[config.mk]
export PLATFORM = sky130hd
export DESIGN_NAME = palette_fade_ctrl_flat
export DESIGN_NICKNAME = d
export VERILOG_FILES = /design/src/rtl/palette_fade_ctrl_if.sv /design/src/rtl/palette_fade_ctrl.sv /design/src/flat_wrapper.sv
export SDC_FILE = /design/constraint.sdc
export NUM_CORES = 1
export LEC_CHECK = 0
export ABC_AREA = 1
export ABC_CLOCK_PERIOD_IN_PS = 9000
export BUFFER_PORTS_ARGS = -buffer_cell sky130_fd_sc_hd__buf_4
export CAP_MARGIN = 20
export CELL_PAD_IN_SITES_DETAIL_PLACEMENT = 0
export CELL_PAD_IN_SITES_GLOBAL_PLACEMENT = 1
export CORE_AREA = 2 2 188 190
export DETAILED_ROUTE_END_ITERATION = 7
export DIE_AREA = 0 0 190 192
export PLACE_DENSITY_LB_ADDON = 0.1
export SLEW_MARGIN = 10
export SYNTH_ARGS = -nofsm -noshare
export SYNTH_HDL_FRONTEND = slang
export SYNTH_SLANG_ARGS = --single-unit
export TNS_END_PERCENT = 5
[constraint.sdc]
create_clock -name Clk -period 9 [get_ports Clk]
set_input_delay 0.9 -clock Clk [delete_from_list [all_inputs] [get_ports Clk]]
set_output_delay 0.9 -clock Clk [all_outputs]
set_load 0.02 [all_outputs]
[src/rtl/palette_fade_ctrl_if.sv]
// Pixel, palette-write and fade-control signals between the index pipeline and the palette/fader.
interface palette_fade_ctrl_if;
    logic        vsync_pulse;
    logic        pix_valid;
    logic [3:0]  pix_index;
    logic        wr_en;
    logic [3:0]  wr_index;
    logic [11:0] wr_data;
    logic        fade_start;
    logic        fade_dir;
    logic [3:0]  red;
    logic [3:0]  green;
    logic [3:0]  blue;
    logic        pix_valid_out;
    logic        busy;
    logic        done;
    logic [4:0]  level;

    modport master (
        output vsync_pulse, pix_valid, pix_index, wr_en, wr_index, wr_data,
               fade_start, fade_dir,
        input  red, green, blue, pix_valid_out, busy, done, level
    );

    modport slave (
        input  vsync_pulse, pix_valid, pix_index, wr_en, wr_index, wr_data,
               fade_start, fade_dir,
        output red, green, blue, pix_valid_out, busy, done, level
    );
endinterface

[src/rtl/palette_fade_ctrl.sv]
// 16-entry 12-bit RGB palette with a 2-stage brightness-scaled read path
// and a vsync-paced fade sequencer.
module palette_fade_ctrl #(
    parameter int FRAMES_PER_STEP = 4,
    parameter int LEVEL_MAX       = 16
) (
    input  logic                Clk,
    input  logic                Reset,
    palette_fade_ctrl_if.slave  bus
);
    localparam int FCW = (FRAMES_PER_STEP > 1) ? $clog2(FRAMES_PER_STEP) : 1;
    localparam logic [4:0]     LVL_MAX  = 5'(LEVEL_MAX);
    localparam logic [FCW-1:0] CNT_LAST = FCW'(FRAMES_PER_STEP - 1);

    typedef enum logic {IDLE, FADING} state_t;

    state_t         state_q, state_d;
    logic           dir_q, dir_d;
    logic [FCW-1:0] frame_cnt_q, frame_cnt_d;
    logic [4:0]     level_q, level_d;
    logic           done_q, done_d;

    logic [11:0] pal_q [16];
    logic [11:0] s1_rgb_q;
    logic        s1_vld_q;
    logic [3:0]  r_q, g_q, b_q;
    logic        s2_vld_q;

    logic [4:0] req_target, cur_target, step_level;
    logic       req_at_target, step_ev;

    assign req_target    = bus.fade_dir ? LVL_MAX : 5'd0;
    assign req_at_target = (level_q == req_target);
    assign cur_target    = dir_q ? LVL_MAX : 5'd0;
    assign step_ev       = bus.vsync_pulse && (frame_cnt_q == CNT_LAST);
    assign step_level    = dir_q ? level_q + 5'd1 : level_q - 5'd1;

    // (c * level) >> 4 in 9 bits; the top nibble of the product is the scaled channel.
    function automatic logic [3:0] scale(input logic [3:0] c, input logic [4:0] lv);
        return 4'(({5'b0, c} * {4'b0, lv}) >> 4);
    endfunction

    always_ff @(posedge Clk) begin
        if (Reset) state_q <= IDLE;
        else       state_q <= state_d;
    end

    always_comb begin
        state_d = state_q;
        unique case (state_q)
            IDLE:   if (bus.fade_start && !req_at_target) state_d = FADING;
            FADING: if (step_ev && step_level == cur_target) state_d = IDLE;
            default: state_d = IDLE;
        endcase
    end

    always_comb begin
        dir_d       = dir_q;
        frame_cnt_d = frame_cnt_q;
        level_d     = level_q;
        done_d      = 1'b0;
        unique case (state_q)
            IDLE: if (bus.fade_start) begin
                dir_d       = bus.fade_dir;
                frame_cnt_d = '0;
                done_d      = req_at_target;
            end
            FADING: if (bus.vsync_pulse) begin
                if (step_ev) begin
                    level_d     = step_level;
                    frame_cnt_d = '0;
                    done_d      = (step_level == cur_target);
                end else begin
                    frame_cnt_d = frame_cnt_q + FCW'(1);
                end
            end
            default: ;
        endcase
    end

    always_ff @(posedge Clk) begin
        if (Reset) begin
            dir_q       <= 1'b0;
            frame_cnt_q <= '0;
            level_q     <= LVL_MAX;
            done_q      <= 1'b0;
        end else begin
            dir_q       <= dir_d;
            frame_cnt_q <= frame_cnt_d;
            level_q     <= level_d;
            done_q      <= done_d;
        end
    end

    // S1 samples the pre-write entry on a same-cycle read/write of one index.
    always_ff @(posedge Clk) begin
        if (Reset) begin
            for (int i = 0; i < 16; i++) pal_q[i] <= {4'(i), 4'(i), 4'(i)};
            s1_rgb_q <= '0;
            s1_vld_q <= 1'b0;
            r_q      <= '0;
            g_q      <= '0;
            b_q      <= '0;
            s2_vld_q <= 1'b0;
        end else begin
            if (bus.wr_en) pal_q[bus.wr_index] <= bus.wr_data;
            if (bus.pix_valid) s1_rgb_q <= pal_q[bus.pix_index];
            s1_vld_q <= bus.pix_valid;
            if (s1_vld_q) begin
                r_q <= scale(s1_rgb_q[11:8], level_q);
                g_q <= scale(s1_rgb_q[7:4],  level_q);
                b_q <= scale(s1_rgb_q[3:0],  level_q);
            end
            s2_vld_q <= s1_vld_q;
        end
    end

    assign bus.red           = r_q;
    assign bus.green         = g_q;
    assign bus.blue          = b_q;
    assign bus.pix_valid_out = s2_vld_q;
    assign bus.busy          = (state_q == FADING);
    assign bus.done          = done_q;
    assign bus.level         = level_q;
endmodule

[src/flat_wrapper.sv]
// flat-port wrapper written by rule: the top's interface ports become plain ports
module palette_fade_ctrl_flat 
#(
    parameter int FRAMES_PER_STEP = 4,
    parameter int LEVEL_MAX       = 16
)
  (Clk, Reset, bus_vsync_pulse, bus_pix_valid, bus_pix_index, bus_wr_en, bus_wr_index, bus_wr_data, bus_fade_start, bus_fade_dir, bus_red, bus_green, bus_blue, bus_pix_valid_out, bus_busy, bus_done, bus_level);
  palette_fade_ctrl_if bus_i ();
  input  logic Clk;
  input  logic Reset;
  input wire logic [$bits(bus_i.vsync_pulse)-1:0] bus_vsync_pulse;
  input wire logic [$bits(bus_i.pix_valid)-1:0] bus_pix_valid;
  input wire logic [$bits(bus_i.pix_index)-1:0] bus_pix_index;
  input wire logic [$bits(bus_i.wr_en)-1:0] bus_wr_en;
  input wire logic [$bits(bus_i.wr_index)-1:0] bus_wr_index;
  input wire logic [$bits(bus_i.wr_data)-1:0] bus_wr_data;
  input wire logic [$bits(bus_i.fade_start)-1:0] bus_fade_start;
  input wire logic [$bits(bus_i.fade_dir)-1:0] bus_fade_dir;
  output wire logic [$bits(bus_i.red)-1:0] bus_red;
  output wire logic [$bits(bus_i.green)-1:0] bus_green;
  output wire logic [$bits(bus_i.blue)-1:0] bus_blue;
  output wire logic [$bits(bus_i.pix_valid_out)-1:0] bus_pix_valid_out;
  output wire logic [$bits(bus_i.busy)-1:0] bus_busy;
  output wire logic [$bits(bus_i.done)-1:0] bus_done;
  output wire logic [$bits(bus_i.level)-1:0] bus_level;
  assign bus_i.vsync_pulse = bus_vsync_pulse;
  assign bus_i.pix_valid = bus_pix_valid;
  assign bus_i.pix_index = bus_pix_index;
  assign bus_i.wr_en = bus_wr_en;
  assign bus_i.wr_index = bus_wr_index;
  assign bus_i.wr_data = bus_wr_data;
  assign bus_i.fade_start = bus_fade_start;
  assign bus_i.fade_dir = bus_fade_dir;
  assign bus_red = bus_i.red;
  assign bus_green = bus_i.green;
  assign bus_blue = bus_i.blue;
  assign bus_pix_valid_out = bus_i.pix_valid_out;
  assign bus_busy = bus_i.busy;
  assign bus_done = bus_i.done;
  assign bus_level = bus_i.level;
  palette_fade_ctrl #(.FRAMES_PER_STEP(FRAMES_PER_STEP), .LEVEL_MAX(LEVEL_MAX)) u_core (.Clk(Clk), .Reset(Reset), .bus(bus_i));
endmodule
==> results.md <==
* Antenna diode count at 0
* Worst hold path class: reg -> reg
* Post-synthesis cell count at 1351
* Hold slack at 0.477 ns
* Die boundary width at 190 µm
* Detailed-router iteration count before antenna repair at 5
* Share of the synthesized area in the top cell type at 48.5%
* Placeable core area at 34300 µm²
* Maximum ir drop on the vdd rail at 154 µV
* CTS root buf: sky130_fd_sc_hd__clkbuf_16
* Netlist cell types at 33
* Total die area at 36500 µm²
* Clock tree skew after final layout at 0.0325 ns
* Cell taking the most area after synthesis: sky130_fd_sc_hd__edfxtp_1
* Buf/Inv on CP at 2
* Number of design-rule violations left by the first detailed-router iteration at 646
* Worst slew pin tran at 1.07 ns
* Total power divided by cell area at 199 nW/µm²
* Global placer's final weighted congestion at 0.795
* GR Layer Usage met3 at 2.14%
* CTS buffer count at 28
* Top area cells in the synthesized netlist: sky130_fd_sc_hd__edfxtp_1 48%, sky130_fd_sc_hd__nand2_1 14%, sky130_fd_sc_hd__nand3_1 7.4%
* Average vias per placed instance at 4.81
* Buffers added on ports at 46
* Number of nets with antenna violations after routing at 0
* Cts-stage hold buffer count at 0
* Layout Nets at 1440
* Most common library cell in the layout ignoring fill and taps: sky130_fd_sc_hd__nand2_1
* Number of buffers added for setup after CTS at 0
* Final routed wirelength across all metal layers at 34300 µm
* Critical path required time at 9.44 ns
* Part of the cycle the worst path needs at 35.7%
* Final total negative setup slack at 0 ns
* Post-detailed-route DRC marker count at 0
* Nature of the critical path endpoint: flop
* Filler Cell Count at 3513
* Total count of hold-check failures in the final report at 0
* Starting Density at 34.7%
* Slowest cell delay on critical path at 0.75 ns
* Final worst-path setup slack at 5.79 ns
* Clock tree sinks at 228
* CTS Buffer Depth at 3
* Syn_area_per_cell at 8.81 µm²
* Worst setup path category: reg -> reg
* Nets in the synthesized netlist at 1426
* Most heavily used metal layer in global routing: met2
* CTS tree: yes
* Average wire per cell in the routed design at 18.6 µm
* Setup repair after global routing missed its margin: false
* Most frequent cells in the layout: 448 x sky130_fd_sc_hd__nand2_1, 192 x sky130_fd_sc_hd__edfxtp_1, 175 x sky130_fd_sc_hd__nand3_1
* Arrival time at the worst endpoint at 3.65 ns
* Result of the run: finished, final reports clean
* Met2 layer usage reported by global route at 31.7%
* Via count of the first global-routing pass at 8752
* Top cell by count, worst path: sky130_fd_sc_hd__nand2_1
* Dominant delay contributor by cell family on the critical path: adder cells
* Cells along the critical path: nand2_1 -> fa_1 -> fa_1 -> inv_1 -> ha_1 -> a21oi_1 -> o21a_1 -> nand2_1 -> nand2_1 -> nand3_1 -> nand2_1 -> inv_1
* Post-synthesis instance area at 11900 µm²
* Count of instances resized after the clock tree is built at 0
* Placement row count at 68
* Maximum number of pins on one net before global-route repair at 97
* Leakage power figure at 5.89 nW
* Max-slew headroom at the worst pin at 28.7%
* Global-route wire length before repair at 53100 µm
* Initial antenna violation count at 0
* Register bit total from synthesis at 228
* Maximum clock frequency at 0.312 GHz
* Final setup vio count at 0
* Slowest stage cell, crit path: sky130_fd_sc_hd__dfxtp_1
* Area Overhead vs Synth at 14.0%
* Met1 Use GR at 27.8%
* Final critical delay including setup and external delays at 3.21 ns
* Share of post-route cells with drive strength above 1 at 9.73%
* Vertical die dimension at 192 µm
* Worst slack after detailed placement at 5.71 ns
* Clk Latency, worst-skew pair at 0.57 ns
* Crit start category: flop
* Maximum fanout encountered on the critical timing path at 16
* Syn. warnings at 0
* Via Count at 8853
* Clock slew seen by the registers of the worst setup and hold paths at 0.06 ns
* Final Max Slew Viols at 0
* Sequential-to-total area share from yosys stat at 54.5%
* Maxcap violations at 0
* H-tree levels at 1
* Total global routing overflow at 0
* Combined global-route utilization of all metal layers at 19.4%
* Boundary pin count at 47
* Final HPWL DP at 22200 µm
-- cells in the mapped netlist, drive strengths merged --
cell type / number
nor4: 1
nand2: 450
a21o: 4
clkinv: 1
o21bai: 12
nor2: 155
dfxtp: 36
nand4: 4
nand3: 177
ha: 32
fa: 16
nor3: 1
xor2: 4
o21ai: 22
buf: 42
a21oi: 31
inv: 136
o21a: 3
xnor2: 5
o211ai: 1
clkbuf: 25
edfxtp: 192
a211oi: 1
-- worst reg2reg max path: cells and delay by family, from the launching register on --
kind	cells	cell delay (ns)
fa+ha+maj	3	1.40
flops	1	0.75
simple gates	5	0.46
compound gates	2	0.43
buf+inv	2	0.08
-- sequential cells by signal, summed over array words and instances, names as in the netlist --
register / cells
u_core.bus.blue: 4
u_core.s1_vld_q: 1
u_core.bus.green: 4
u_core.pal_q: 192
u_core.bus.busy: 1
u_core.dir_q: 1
u_core.bus.red: 4
u_core.bus.pix_valid_out: 1
u_core.frame_cnt_q: 2
u_core.s1_rgb_q: 12
u_core.bus.done: 1
u_core.bus.level: 5
-- area by class of cell --
class	count	area (µm²)	share of cell area (%)
Clock buffer	36	771	5.68
Clock inverter	16	267	1.97
Inverter	137	520	3.84
Multi-Input combinational cell	919	4540	33.5
Sequential cell	228	6490	47.8
Tap cell	455	569	4.20
Timing Repair Buffer	51	407	3.00
-- kinds of logic (layout without fill, tap and decap cells) --
| kind of cell | after synthesis | count (layout) | share of synthesized area, % |
|---|---|---|---|
| fa+ha+maj | 48 | 48 | 6.06 |
| xor+xnor | 9 | 9 | 0.662 |
| buf+inv | 204 | 240 | 7.32 |
| simple gates | 788 | 788 | 27.9 |
| compound gates | 74 | 74 | 3.55 |
| flops | 228 | 228 | 54.5 |
-- per-stage QoR --
stage | total power [W] | std cells | util (%) | area, µm²
floorplan | 0.00139 | 1351 | - | 11900
global placement | 0.00148 | 1788 | 36.4 | 12500
detailed placement | 0.00148 | 1789 | 36.4 | 12500
CTS | 0.00273 | 1841 | 39.5 | 13500
global route | 0.00280 | 1842 | 39.6 | 13600
finish | 0.00270 | 1842 | 39.6 | 13600
-- metal layers --
metal	vias to the layer above	wire length (µm)
li1	4426	-
met1	4268	16800
met2	118	15800
met3	41	1010
met4	0	733
met5	-	0
-- final timing paths --
check                                      startpoint                    end  slack (ns)  cells after the start
worst max-delay path              u_core.bus.level[2]      u_core.bus.red[3]        5.79                     12
worst min-delay path            u_core.frame_cnt_q[0]  u_core.frame_cnt_q[0]        0.48                      1
worst max register to register    u_core.bus.level[2]      u_core.bus.red[3]        5.79                     12
worst min register to register  u_core.frame_cnt_q[0]  u_core.frame_cnt_q[0]        0.48                      1
-- where the power goes --
part           internal (W)  leakage [nW]  switching [W]  total [W]
Sequential          0.00120          2.18      0.0000262    0.00123
Clock              0.000780         0.499       0.000466    0.00125
Combinational     0.0000635          3.21       0.000165   0.000229
Power figures use the tool's default switching activity.
